<file path="config.mk">
export PLATFORM = sky130hd
export DESIGN_NAME = picoblaze_lcd_writer
export DESIGN_NICKNAME = d
export VERILOG_FILES = /design/src/rtl/picoblaze_lcd_writer.sv
export SDC_FILE = /design/constraint.sdc
export NUM_CORES = 1
export LEC_CHECK = 0
export CAP_MARGIN = 15
export CORE_AREA = 10 10 96 98
export DETAILED_ROUTE_END_ITERATION = 12
export DIE_AREA = 0 0 106 108
export HOLD_SLACK_MARGIN = 0.03
export PLACE_DENSITY = 0.52
export SLEW_MARGIN = 20
export SYNTH_ARGS = -nofsm -noshare
export SYNTH_HDL_FRONTEND = slang
export SYNTH_SLANG_ARGS = --single-unit
export TNS_END_PERCENT = 100
</file>
<file path="constraint.sdc">
create_clock -name clk -period 3.4 [get_ports clk]
set_input_delay 0.68 -clock clk [delete_from_list [all_inputs] [get_ports clk]]
set_output_delay 0.68 -clock clk [all_outputs]
set_load 0.02 [all_outputs]
</file>
<file path="src/rtl/picoblaze_lcd_writer.sv">
// PicoBlaze output-port peripheral that writes a byte or a nibble to a
// HD44780-style character LCD in 4-bit mode. It generates the timing for
// setup, the E pulse, the inter-nibble gap and the execution wait, and it
// reports busy/overrun through a status byte.
module picoblaze_lcd_writer #(
  parameter logic [7:0] DATA_PORT_ID   = 8'h01,
  parameter logic [7:0] CMD_PORT_ID    = 8'h02,
  parameter logic [7:0] NIB_PORT_ID    = 8'h03,
  parameter logic [7:0] STATUS_PORT_ID = 8'h04,
  parameter int         T_AS           = 2,
  parameter int         T_PW           = 12,
  parameter int         T_NIB          = 50,
  parameter int         T_EXEC         = 2000,
  parameter int         T_CLR          = 82000
) (
  input  logic       clk,
  input  logic       reset,
  input  logic [7:0] port_id,
  input  logic       write_strobe,
  input  logic       read_strobe,
  input  logic [7:0] out_port,
  output logic [7:0] status,
  output logic       lcd_e,
  output logic       lcd_rs,
  output logic       lcd_rw,
  output logic [3:0] lcd_d
);

  // The counter must hold the longest wait (clear/home); never narrower than 17 bits.
  localparam int CNT_W = ($clog2(T_CLR + 1) > 17) ? $clog2(T_CLR + 1) : 17;

  typedef enum logic [2:0] {
    S_IDLE,
    S_SET_HI,
    S_E_HI,
    S_GAP,
    S_SET_LO,
    S_E_LO,
    S_WAIT
  } state_t;

  state_t           state_q, state_d;
  logic [CNT_W-1:0] cnt_q, cnt_d;
  logic [7:0]       byte_q;
  logic             rs_q;
  logic             nib_q;
  logic             busy_q;
  logic             overrun_q, overrun_d;
  logic             lcd_e_q;
  logic [3:0]       lcd_d_q, lcd_d_d;
  logic             port_hit;
  logic             accept;
  logic             long_wait;
  logic [CNT_W-1:0] wait_load;

  // A state lasting n cycles is entered with n-1, so it exits on the cycle the count is 0.
  function automatic logic [CNT_W-1:0] load(input int n);
    return CNT_W'(n - 1);
  endfunction

  assign port_hit  = write_strobe &&
                     (port_id == DATA_PORT_ID || port_id == CMD_PORT_ID || port_id == NIB_PORT_ID);
  assign accept    = port_hit && (state_q == S_IDLE);
  // Clear display / return home need the long execution wait; everything else the short one.
  assign long_wait = !rs_q && !nib_q && (byte_q inside {8'h01, 8'h02, 8'h03});
  assign wait_load = long_wait ? load(T_CLR) : load(T_EXEC);

  // Next-state, counter reload, overrun and nibble-select decode.
  always_comb begin
    // NOTE: every signal gets a default first so no path through the case can infer a latch.
    state_d   = state_q;
    cnt_d     = cnt_q;
    lcd_d_d   = lcd_d_q;
    overrun_d = overrun_q;

    if (read_strobe && port_id == STATUS_PORT_ID) overrun_d = 1'b0;
    if (port_hit && busy_q)                       overrun_d = 1'b1;

    if (state_q == S_IDLE) begin
      if (accept) begin
        state_d = S_SET_HI;
        cnt_d   = load(T_AS);
        lcd_d_d = out_port[7:4];
      end
    end else if (cnt_q != '0) begin
      cnt_d = cnt_q - 1'b1;
    end else begin
      unique case (state_q)
        S_SET_HI: begin state_d = S_E_HI; cnt_d = load(T_PW); end
        S_E_HI: begin
          if (nib_q) begin state_d = S_WAIT; cnt_d = wait_load;   end
          else       begin state_d = S_GAP;  cnt_d = load(T_NIB); end
        end
        S_GAP: begin
          state_d = S_SET_LO;
          cnt_d   = load(T_AS);
          lcd_d_d = byte_q[3:0];
        end
        S_SET_LO: begin state_d = S_E_LO; cnt_d = load(T_PW); end
        S_E_LO:   begin state_d = S_WAIT; cnt_d = wait_load;  end
        S_WAIT:   begin state_d = S_IDLE; cnt_d = '0;         end
        default:  begin state_d = S_IDLE; cnt_d = '0;         end
      endcase
    end
  end

  // State, counter, latched transfer and registered LCD pins.
  always_ff @(posedge clk) begin
    // NOTE: non-blocking assignments so every register samples pre-edge values.
    if (reset) begin
      state_q   <= S_IDLE;
      cnt_q     <= '0;
      byte_q    <= 8'h00;
      rs_q      <= 1'b0;
      nib_q     <= 1'b0;
      busy_q    <= 1'b0;
      overrun_q <= 1'b0;
      lcd_e_q   <= 1'b0;
      lcd_d_q   <= 4'h0;
    end else begin
      state_q   <= state_d;
      cnt_q     <= cnt_d;
      busy_q    <= (state_d != S_IDLE);
      overrun_q <= overrun_d;
      lcd_e_q   <= (state_d == S_E_HI) || (state_d == S_E_LO);
      lcd_d_q   <= lcd_d_d;
      if (accept) begin
        byte_q <= out_port;
        rs_q   <= (port_id == DATA_PORT_ID);
        nib_q  <= (port_id == NIB_PORT_ID);
      end
    end
  end

  assign status = {6'b0, overrun_q, busy_q};
  assign lcd_e  = lcd_e_q;
  assign lcd_rs = rs_q;
  assign lcd_rw = 1'b0;
  assign lcd_d  = lcd_d_q;

endmodule

</file>
==> impl_metrics.toml <==
[logic_synthesis]
post_synth_main_area_contributors = "dfxtp_1 (35%), a21oi_1 (6.5%), nand2_1 (4.9%)"
synth_top_area_frac = 0.3454
post_synth_instance_area_mm2 = 0.002145
syn-instance-count = 271
seq_area_frac_synth = 0.3454
synth_enable_flop_cells = 0
synthArstFlopShare = 0
synth-seq-cells = 37
synth_commonest_cells = "dfxtp_1 (37), a21oi_1 (28), nand2_1 (28), nor2_1 (28), nand3_1 (15)"
main_flop_type_after_synthesis = "dfxtp_1"
post_synth.cell_area_avg_um2 = 7.913
synth_warnings = 0
synth_top_area_cell = "dfxtp_1"
netlist-cell-type-count = 53
synth_most_common_cell = "dfxtp_1"

[die]
start_util = 0.2880
floorplan.die_area_mm2 = 0.01145
fp.coreArea_mm2 = 0.007447
ioPinCount = 35
dieWidth_um = 106
fp-row-count = 32
die_h_um = 108

[global_routing]
wire_length_of_the_first_global_routing_pass_um = 9390
grt.total_usage = 0.09851
total_overflow_reported_by_the_global_router = 0
grt_max_degree = 23
antenna_found_initial = 0
grt_pass1_vias = 1944

[worst_setup_path]
worst_setup_path_start_kind = "primary input"
worst-path-max-fanout = 15
setup.worst_path.class = "in2reg"
setup.worst_path.start = "port_id[3]"
timing.rr.start = "cnt_q[0]$_SDFFE_PP0P_"
worst_ep_required_time_ns = 3.61
worstSetupEndpointType = "flop"
worst_ep_arrival_time_ns = 2.75

[drt]
routedLengthMet1_um = 2736
drtPass1Iterations = 4
met2_length_um = 2512
remaining_drc_errors = 0
routed_via_count = 1998
routed.top_layer = "met4"
routed_wire_length_per_instance_um = 14.34
vias_per_cell = 5.071
ant_nets = 0
initialDrtViolationCount = 134
route.met3.wl_um = 298
sum_of_routed_wire_length_over_all_layers_um = 5648

[sta]
skew_ns = 0.007890
hold_violations = 0
worst_path_setup_slack_after_routing_ns = 0.8532
max-slew-margin-rel = 0.4153
report.final.setup_viol = 0
hold_ws_ns = 0.4564
final_worst_path_period_share = 0.7491
final.setup.tns_ns = 0
worst_slew_pin_slew_ns = 0.8744
rsz0062_at_grt = "false"
fmax_achieved_mhz = 392.6
final_max_slew_viol_count = 0
finalCriticalPeriod_ns = 2.547

[cells_and_area]
flow.area_growth_from_synthesis_pct = 20.65
insertedDiodeCount = 0
fraction_of_final_layout_cells_sized_beyond_drive_strength_1 = 0.09589
fin_util = 0.3474
fin_cells = 394
finalInstanceArea_mm2 = 0.002587
nets = 313

[hold_path]
holdCritPathClass = "reg2reg"
worstHoldStart = "byte_q[6]$_SDFFE_PP0P_"

[run]
maxCapViolCount = 0

[power_and_ir_drop]
ir_worst_vdd_mv = 0.1506
power-per-cell-area_mw_per_mm2 = 370.9
power_leakage_nw = 0.9557
power.total_mw = 0.9598

[placement]
hpwlAfterDp_um = 4154
post-place-cells = 386
post-place-ws_ns = 0.5403
place_congestion = 0.7935
buffer_ports.inserted = 27
placedInstanceArea_mm2 = 0.002467

[clock_network]
hold_buf_count_cts = 0
cts.sinks = 37
cts_tree = "done"
ctsLongestPathBuffers = 2
clk_lat_worst_skew_ns = 0.30
htree_num_levels = 2
cts_made_buffers = 5
cts-root-buf = "clkbuf_8"
post_cts_resized = 0
clk_pin_slew_ns = 0.08
post-cts-setup-buffer-count = 0

[run_status]
run_status = "finished, final reports clean"
metal layers:
metal  track usage  up-vias
li1              -     1014
met2        0.1577       51
met3       0.01904        7
met4       0.04352        0
met1        0.1264      926
met5             0        -
worst max-delay path, cell delays in order:
cell,delay (ns)
clkdlybuf4s50_1,0.39
or4_4,0.57
o41a_1,0.64
nor2_1,0.17
a21oi_1,0.06
a311oi_2,0.22
worst paths after layout:
check / end / slack, ns / depth (start not counted)
min: byte_q[6]$_SDFFE_PP0P_ / 0.46 / 2
min reg2reg: byte_q[6]$_SDFFE_PP0P_ / 0.46 / 2
max reg2reg: cnt_q[6]$_SDFFE_PP0P_ / 1.08 / 7
max: cnt_q[0]$_SDFFE_PP0P_ / 0.85 / 6
layout by cell type, fill, tap and decap left out, types with 2 or more instances in the layout:
cell type,n
dfxtp_1,37
nor2_1,28
a21oi_1,28
nand2_1,28
clkdlybuf4s50_1,27
nand3_1,15
o21ai_0,14
inv_1,9
conb_1,7
nand4_1,6
o31ai_1,6
mux2i_1,6
clkbuf_8,6
or3_1,5
a31oi_1,5
nor3_1,5
buf_4,5
mux2_2,4
o32ai_1,4
nor4_4,3
or4_1,3
o21a_1,3
nor3_2,2
nor4b_1,2
a22o_1,2
o21ai_1,2
ha_1,2
cells by family (layout without fill, tap and decap cells):
| logic type | count (synthesis) | count (layout) | share of synthesized area |
|---|---|---|---|
| compound gates | 78 | 78 | 0.2357 |
| xor+xnor | 2 | 2 | 0.008170 |
| fa+ha+maj | 2 | 2 | 0.01167 |
| buf+inv | 34 | 49 | 0.08110 |
| flops | 37 | 37 | 0.3454 |
| mux | 10 | 10 | 0.04901 |
| other cells | 1 | 7 | 0.001749 |
| simple gates | 107 | 107 | 0.2672 |
power by group:
| group | internal (mW) | switching [mW] | total, mW |
|---|---|---|---|
| Sequential | 0.436 | 0.00366 | 0.439 |
| Clock | 0.239 | 0.169 | 0.408 |
| Combinational | 0.0453 | 0.0674 | 0.113 |
cell type report:
cell class,count,area (um^2)
Clock buffer,6,82.58
Clock inverter,2,37.54
Fill cell,805,4860
Inverter,9,33.78
Multi-Input combinational cell,206,1257
Sequential cell,37,740.7
Tap cell,102,127.6
Timing Repair Buffer,32,307.8
sequential cells by signal, indices dropped and copies added (netlist names):
signal     count
state_q        3
byte_q         8
lcd_e          1
cnt_q         17
lcd_d          4
nib_q          1
busy_q         1
overrun_q      1
lcd_rs         1
Power figures use the tool's default switching activity.
